### config.mk
export PLATFORM = sky130hd
export DESIGN_NAME = pcileech_tlp_tx_arbiter
export DESIGN_NICKNAME = d
export VERILOG_FILES = /design/src/rtl/pcileech_tlp_tx_arbiter.sv
export SDC_FILE = /design/constraint.sdc
export NUM_CORES = 1
export LEC_CHECK = 0
export BUFFER_PORTS_ARGS = -buffer_cell sky130_fd_sc_hd__buf_4
export CAP_MARGIN = 20
export CORE_AREA = 2 2 218 220
export DETAILED_ROUTE_END_ITERATION = 16
export DIE_AREA = 0 0 220 222
export GPL_ROUTABILITY_DRIVEN = 0
export PLACE_DENSITY = 0.43
export SLEW_MARGIN = 20
export SYNTH_ARGS = -nofsm -noshare
export SYNTH_HDL_FRONTEND = slang
export SYNTH_SLANG_ARGS = --single-unit
export TNS_END_PERCENT = 30
### constraint.sdc
create_clock -name clk -period 1.7 [get_ports clk]
set_clock_uncertainty 0.15 [all_clocks]
set_input_delay 0.085 -clock clk [delete_from_list [all_inputs] [get_ports clk]]
set_output_delay 0.085 -clock clk [all_outputs]
set_load 0.01 [all_outputs]
### src/rtl/pcileech_tlp_tx_arbiter.sv
// Round-robin packet arbiter sharing the PCIe core TLP transmit stream.
// A grant is held from the first beat until the tlast beat is accepted.
module pcileech_tlp_tx_arbiter #(
    parameter int NUM_REQ = 3,
    parameter int DATA_W  = 128,
    parameter int KEEP_W  = 4
) (
    input  logic                         clk,
    input  logic                         rst,
    input  logic                         link_up,
    input  logic [NUM_REQ*DATA_W-1:0]    req_tdata,
    input  logic [NUM_REQ*KEEP_W-1:0]    req_tkeepdw,
    input  logic [NUM_REQ-1:0]           req_tlast,
    input  logic [NUM_REQ-1:0]           req_tvalid,
    output logic [NUM_REQ-1:0]           req_tready,
    output logic [DATA_W-1:0]            out_tdata,
    output logic [KEEP_W-1:0]            out_tkeepdw,
    output logic                         out_tlast,
    output logic                         out_tvalid,
    input  logic                         out_tready,
    output logic [$clog2(NUM_REQ)-1:0]   grant_id,
    output logic                         busy,
    output logic [15:0]                  pkt_cnt
);

    localparam int GW = $clog2(NUM_REQ);

    typedef enum logic {IDLE = 1'b0, XFER = 1'b1} state_t;

    state_t          state_q, state_d;
    logic [GW-1:0]   grant_q, grant_d;
    logic [GW-1:0]   last_q, last_d;
    logic [GW-1:0]   pick, cand;
    logic            busy_q, busy_d;
    logic [15:0]     cnt_q, pkt_cnt_d;
    logic [DATA_W-1:0] sel_data;
    logic [KEEP_W-1:0] sel_keep;
    logic            sel_last, sel_valid;
    int              idx;

    // Descending scan so the nearest requester after last_q wins.
    always_comb begin
        pick = '0;
        cand = '0;
        idx  = 0;
        for (int k = NUM_REQ; k >= 1; k--) begin
            idx  = (int'(last_q) + k) % NUM_REQ;
            cand = GW'(idx);
            if (req_tvalid[cand]) pick = cand;
        end
    end

    always_comb begin
        sel_data  = '0;
        sel_keep  = '0;
        sel_last  = 1'b0;
        sel_valid = 1'b0;
        for (int i = 0; i < NUM_REQ; i++) begin
            if (GW'(i) == grant_q) begin
                sel_data  = req_tdata[i*DATA_W +: DATA_W];
                sel_keep  = req_tkeepdw[i*KEEP_W +: KEEP_W];
                sel_last  = req_tlast[i];
                sel_valid = req_tvalid[i];
            end
        end
    end

    always_comb begin
        state_d     = state_q;
        grant_d     = grant_q;
        last_d      = last_q;
        busy_d      = busy_q;
        pkt_cnt_d   = cnt_q;
        req_tready  = '0;
        out_tdata   = '0;
        out_tkeepdw = '0;
        out_tlast   = 1'b0;
        out_tvalid  = 1'b0;
        unique case (state_q)
            IDLE: begin
                if (link_up && (|req_tvalid)) begin
                    grant_d = pick;
                    busy_d  = 1'b1;
                    state_d = XFER;
                end
            end
            XFER: begin
                out_tdata   = sel_data;
                out_tkeepdw = sel_keep;
                out_tlast   = sel_last;
                out_tvalid  = sel_valid;
                for (int i = 0; i < NUM_REQ; i++) begin
                    if (GW'(i) == grant_q) req_tready[i] = out_tready;
                end
                if (sel_valid && out_tready && sel_last) begin
                    last_d    = grant_q;
                    pkt_cnt_d = cnt_q + 16'd1;
                    busy_d    = 1'b0;
                    state_d   = IDLE;
                end
            end
        endcase
    end

    always_ff @(posedge clk) begin
        if (rst) begin
            state_q <= IDLE;
            grant_q <= '0;
            last_q  <= GW'(NUM_REQ - 1);
            busy_q  <= 1'b0;
            cnt_q   <= '0;
        end else begin
            state_q <= state_d;
            grant_q <= grant_d;
            last_q  <= last_d;
            busy_q  <= busy_d;
            cnt_q   <= pkt_cnt_d;
        end
    end

    assign grant_id = grant_q;
    assign busy     = busy_q;
    assign pkt_cnt  = cnt_q;

endmodule

* Word level (Yosys, flattened, before mapping)
Cells that the tools add are included.
Storage, ports and cells: bits in latches 0, ROM bits 0, logic and storage cells 63, flip-flop bits (word level) 22, memories 0, bits of input ports 406, output and inout port bits 156, memory bits (writable) 0
Operators by class: $add $sub $neg 4, eq/ne operators 4, reduce and logical (&&, ||, !) cells 8, multipliers 0, div/mod/pow operators 3, shifts and indexed selects 0, magnitude comparators 3, muxes and demuxes 35, bitwise operators 1
Operator list (number):
- $mux 128 | 4
- $mod 32x3->32 const B | 3
- $mux 1 | 18
- $add 16x1->16 const B | 1
- $mux 4 | 4
- $lt 2x3->1 const B | 3
- $add 2x2->3 const B | 2
- $bmux 1 s2 | 3
- $mux 2 | 3
- $reduce_and 2->1 | 3
- $pmux 1 s2 | 2
- $add 2x1->3 const B | 1
- $logic_and 1x1->1 | 3
- $mux 3 | 1
- $reduce_or 3->1 | 1
- $eq 1x2->1 const A | 1
- $eq 2x2->1 const A | 1
- $logic_not 2->1 | 1
- $ne 2x1->1 const B | 1
- $ne 2x2->1 const B | 1
- $not 1->1 | 1

* Depth between registers and ports, before layout
word-level depth 8, gate-level depth with buffers 7, mapped depth without buffers 7

* Worst setup path after synthesis
OpenSTA, ideal clock, no wires.
path kind reg-to-reg, start point register grant_q[1], in the netlist grant_id[1], end point register cnt_q[8], in the netlist pkt_cnt[8], data required time 1480 ps, setup slack -208 ps, library setup time 70 ps, arrival 1688 ps, cell stages (with the launch flop) 8, cells stage by stage dfxtp_1 -> buf_4 -> nor2b_1 -> buf_4 -> o2bb2ai_4 -> nand3_4 -> or4b_1 -> a21oi_1
On the way: longest elaborated chain between the ends 7, elaborated cells on any way between the ends 12, classes of those cells eq/ne: 2; mux: 6; reduce/logical: 4
Ends and longest elaborated chain:
- start: declaration | RTL line 31 | logic [GW-1:0] grant_q, grant_d;
- start signal: assignment | RTL line 114 | grant_q <= grant_d;
- $logic_not 2->1 | RTL line 59 | if (GW'(i) == grant_q) begin
- $mux 1 (3 in a row) | RTL line 59
- $logic_and 1x1->1 | RTL line 95 | if (sel_valid && out_tready && sel_last) begin
- $logic_and 1x1->1 * | RTL line 95
- $reduce_and 2->1 (no source line) *
- end signal: assignment | RTL line 117 | cnt_q <= pkt_cnt_d;
- end: declaration | RTL line 35 | logic [15:0] cnt_q, pkt_cnt_d;
Every way passes the cells marked *; elsewhere a longest branch is shown, timed or not. A chain may end at the register's enable or synchronous reset.

* Final worst setup path
start point register grant_q[0], in the netlist grant_id[0], end point register cnt_q[8], in the netlist pkt_cnt[8]
Same word-level chain as after synthesis.

==> metrics.md <==
| Metric | Value |
|---|---|
| Grt ovf | 0 |
| Post-synthesis sequential area ratio | 9.83% |
| Remaining antenna violation count | 0 |
| Fin. max-slew vios | 0 |
| Startpoint Class | flip-flop |
| P_int | 2.31 mW |
| Netlist cell types | 42 |
| Synthesized Nets | 1146 |
| R2r setup slk | -0.32 ns |
| Total GRT Usage | 12.7% |
| CP endpoint kind | flip-flop |
| Fmax | 0.496 GHz |
| CP arrival | 2.06 ns |
| TritonCTS clock tree | done |
| Post-synth EDFFs | 0 |
| Area post-placement | 0.00990 mm2 |
| Synth-to-Final Area Change | 148% |
| Starting DRT DRC Count | 288 |
| Average wire per standard cell | 17.6 um |
| Hold Path Origin | out_tready |
| CP max FO | 7 |
| CTS Buf Count | 3 |
| Avg Cell Area, Syn | 6.10 um2 |
| Most frequent cells in the layout | buf_4, nor2_1, mux2i_1 |
| Final hold vios | 0 |
| First-pass GRT wire length | 47.1 mm |
| Top cell type's share of synthesized area | 30.4% |
| Warnings, synthesis | 0 |
| Flop pwr share | 14.7% |
| Dpl hpwl | 25.5 mm |
| Async set-reset flop share out of synthesis | 0% |
| Post-synthesis instance area | 0.00448 mm2 |
| Htree depth | 1 |
| PnR worst setup slack | -0.318 ns |
| Most used flip-flop cell after synthesis | dfxtp_1 |
| Die ar. | 0.0488 mm2 |
| FF+latch count, synth | 22 |
| Routed vias | 7583 |
| Power per standard cell area | 325 mW/mm2 |
| Port bufs | 561 |
| R2R depth | 8 |
| Initial antenna violation count | 2 |
| Gate power share | 70.0% |
| Worst slew margin | 71.0% |
| Violated checks | setup timing |
| Worst-case clock buffer depth | 2 |
| Largest area contributor in the netlist | mux2i_1 |
| Clk root buf | clkbuf_16 |
| Psw | 1.30 mW |
| Hold Path Class | input pin to flip-flop |
| RSZ-0062 raised after global routing | true |
| Clock Latency Late Sink | 0.25 ns |
| Top cells by area, synth | mux2i_1, nor2_1, a21oi_1 |
| Finished Cell Area | 0.0111 mm2 |
| Maximum Capacitance Violations | 0 |
| Endpoints failing setup | 155 |
| Layout cells sized above 1 | 55.3% |
| Clock power share | 15.3% |
| VDD IR max | 0.335 mV |
| Pleak | 5.10 nW |
| Hold slack | 0.0216 ns |
| Post-route DRC | 0 |
| Final critical-path required period | 2.02 ns |
| Worst hold path depth | 4 |
| Cell row count | 79 |
| Worst r2r src | grant_id[0] |
| RR Endpoint | pkt_cnt[8] |
| Via density | 3.88 |
| Tightest Pin Transition | 0.429 ns |
| Sink Count | 22 |
| DR pass1 iterations | 4 |
| Largest net degree at the start of global routing | 75 |
| Commonest non-fill, non-tap cell in the layout | buf_4 |
| Period utilization | 119% |
| Total routed wirelength | 34.4 mm |
| CORE AREA | 0.0463 mm2 |
| Final Net Count | 1756 |
| Final setup TNS | -35.72 ns |
| Die Span X | 220 um |
| Starting Density | 9.69% |
| Status | finished, violations left |
| Clk slew on worst S/H paths | 0.06 ns |
| Net Sw Frac | 36.0% |
| Gate Count Post-Synth | 735 |
| Crit Path Class | flip-flop to flip-flop |
| I/O Pins | 562 |
| Endpoint of the worst hold path | state_q |
| Die Span Y | 222 um |
| CP required | 1.74 ns |
| Fillers | 5222 |
| Vias in the first global route | 7720 |
[synthesized netlist by cell type, drive strengths merged, types with 2 or more instances]
cell and count:
buf 27, clkbuf 37, nand3 6, nor2 280, dfxtp 22, o2bb2ai 3, nand2b 2, a21oi 146
o31ai 3, nand4 8, mux2i 136, inv 7, or4 3, a2bb2oi 2, nor3b 2, or3 4
ha 5, nor3 6, xor2 3, xnor2 4, nand2 10, nor2b 2, o21ai 5
[cell families (layout without fill, tap and decap cells)]
logic type                 after synthesis  in the layout  share of synthesized area (%)
AOI/OAI and AO/OA                      165            165                           20.4
xor gates and xnor gates                 7              7                           1.37
adders and majority gates                5              5                           1.40
buffers and inverters                   71            680                           6.56
DFF                                     22             22                           9.83
muxes                                  136            136                           30.4
other                                    0              1                              0
and+or+nand+nor                        329            329                           30.1
[layer usage]
layer,global-route usage (%),vias to the layer above,wire (um),share of wire (%)
met5,0,-,9,0.026
met4,1.73,2,675,2.0
met3,2.09,22,2610,7.6
met2,25.0,338,17900,52
met1,14.2,3477,13200,38
li1,-,3744,-,-
[repair_timing]
item	4_1_cts	5_1_grt
endpoints found under the setup margin	147	159
hold buffers	0	0
resized for setup	71	64
pin swaps	10	19
cloned	8	5
buffers inserted	17	10
[worst max-delay path: stages, from the launching register on]
cell,delay [ns]
dfxtp_4,0.38
buf_12,0.15
nor2b_4,0.12
buf_12,0.14
buf_12,0.11
o2bb2ai_4,0.15
nand3_4,0.13
or4b_1,0.49
a21oi_1,0.12
[layout make-up]
cell class	instances	area (um2)	area share [%]
Timing Repair Buffer	669	5700	51.3
Sequential cell	22	449	4.04
Clock buffer	4	88.8	0.799
Tap cell	607	759	6.83
Multi-Input combinational cell	642	4090	36.8
Antenna cell	1	2.50	0.0225
Inverter	7	28.8	0.259
[metrics by stage]
step                instances  setup slack [ns]  utilization, %  power (mW)
floorplan                 735            -0.140               -        1.40
global route             1951            -0.404            24.0        3.85
finish                   1952            -0.318            24.0        3.61
detailed placement       1910            -0.151            21.4        2.80
CTS                      1939            -0.334            23.1        3.54
global placement         1910            -0.122            21.4        2.79
[registers in the layout, summed over array words and instances (netlist names)]
name	cells
pkt_cnt	16
last_q	2
grant_id	2
busy	1
state_q	1
[how the worst max path moves through the flow]
stage | from | endpoint | slack, ns | cells after the start
final | grant_id[0] | pkt_cnt[8] | -0.32 | 8
after CTS | grant_id[0] | out_tdata[72] | -0.33 | 8
after floorplan | grant_id[1] | pkt_cnt[15] | -0.14 | 7
after detailed placement | grant_id[0] | out_tdata[35] | -0.15 | 7
after global routing | grant_id[0] | pkt_cnt[8] | -0.40 | 8
after global placement | grant_id[0] | out_tdata[35] | -0.12 | 7
[power by group through the flow]
stage | Sequential (mW) | Clock [mW] | Combinational, mW
after detailed placement | 0.541 | 0 | 2.26
after global routing | 0.530 | 0.592 | 2.73
after CTS | 0.529 | 0.570 | 2.45
after floorplan | 0.542 | 0 | 0.856
final | 0.530 | 0.553 | 2.53
after global placement | 0.541 | 0 | 2.25
No activity file was read; power rests on OpenSTA's default activity.
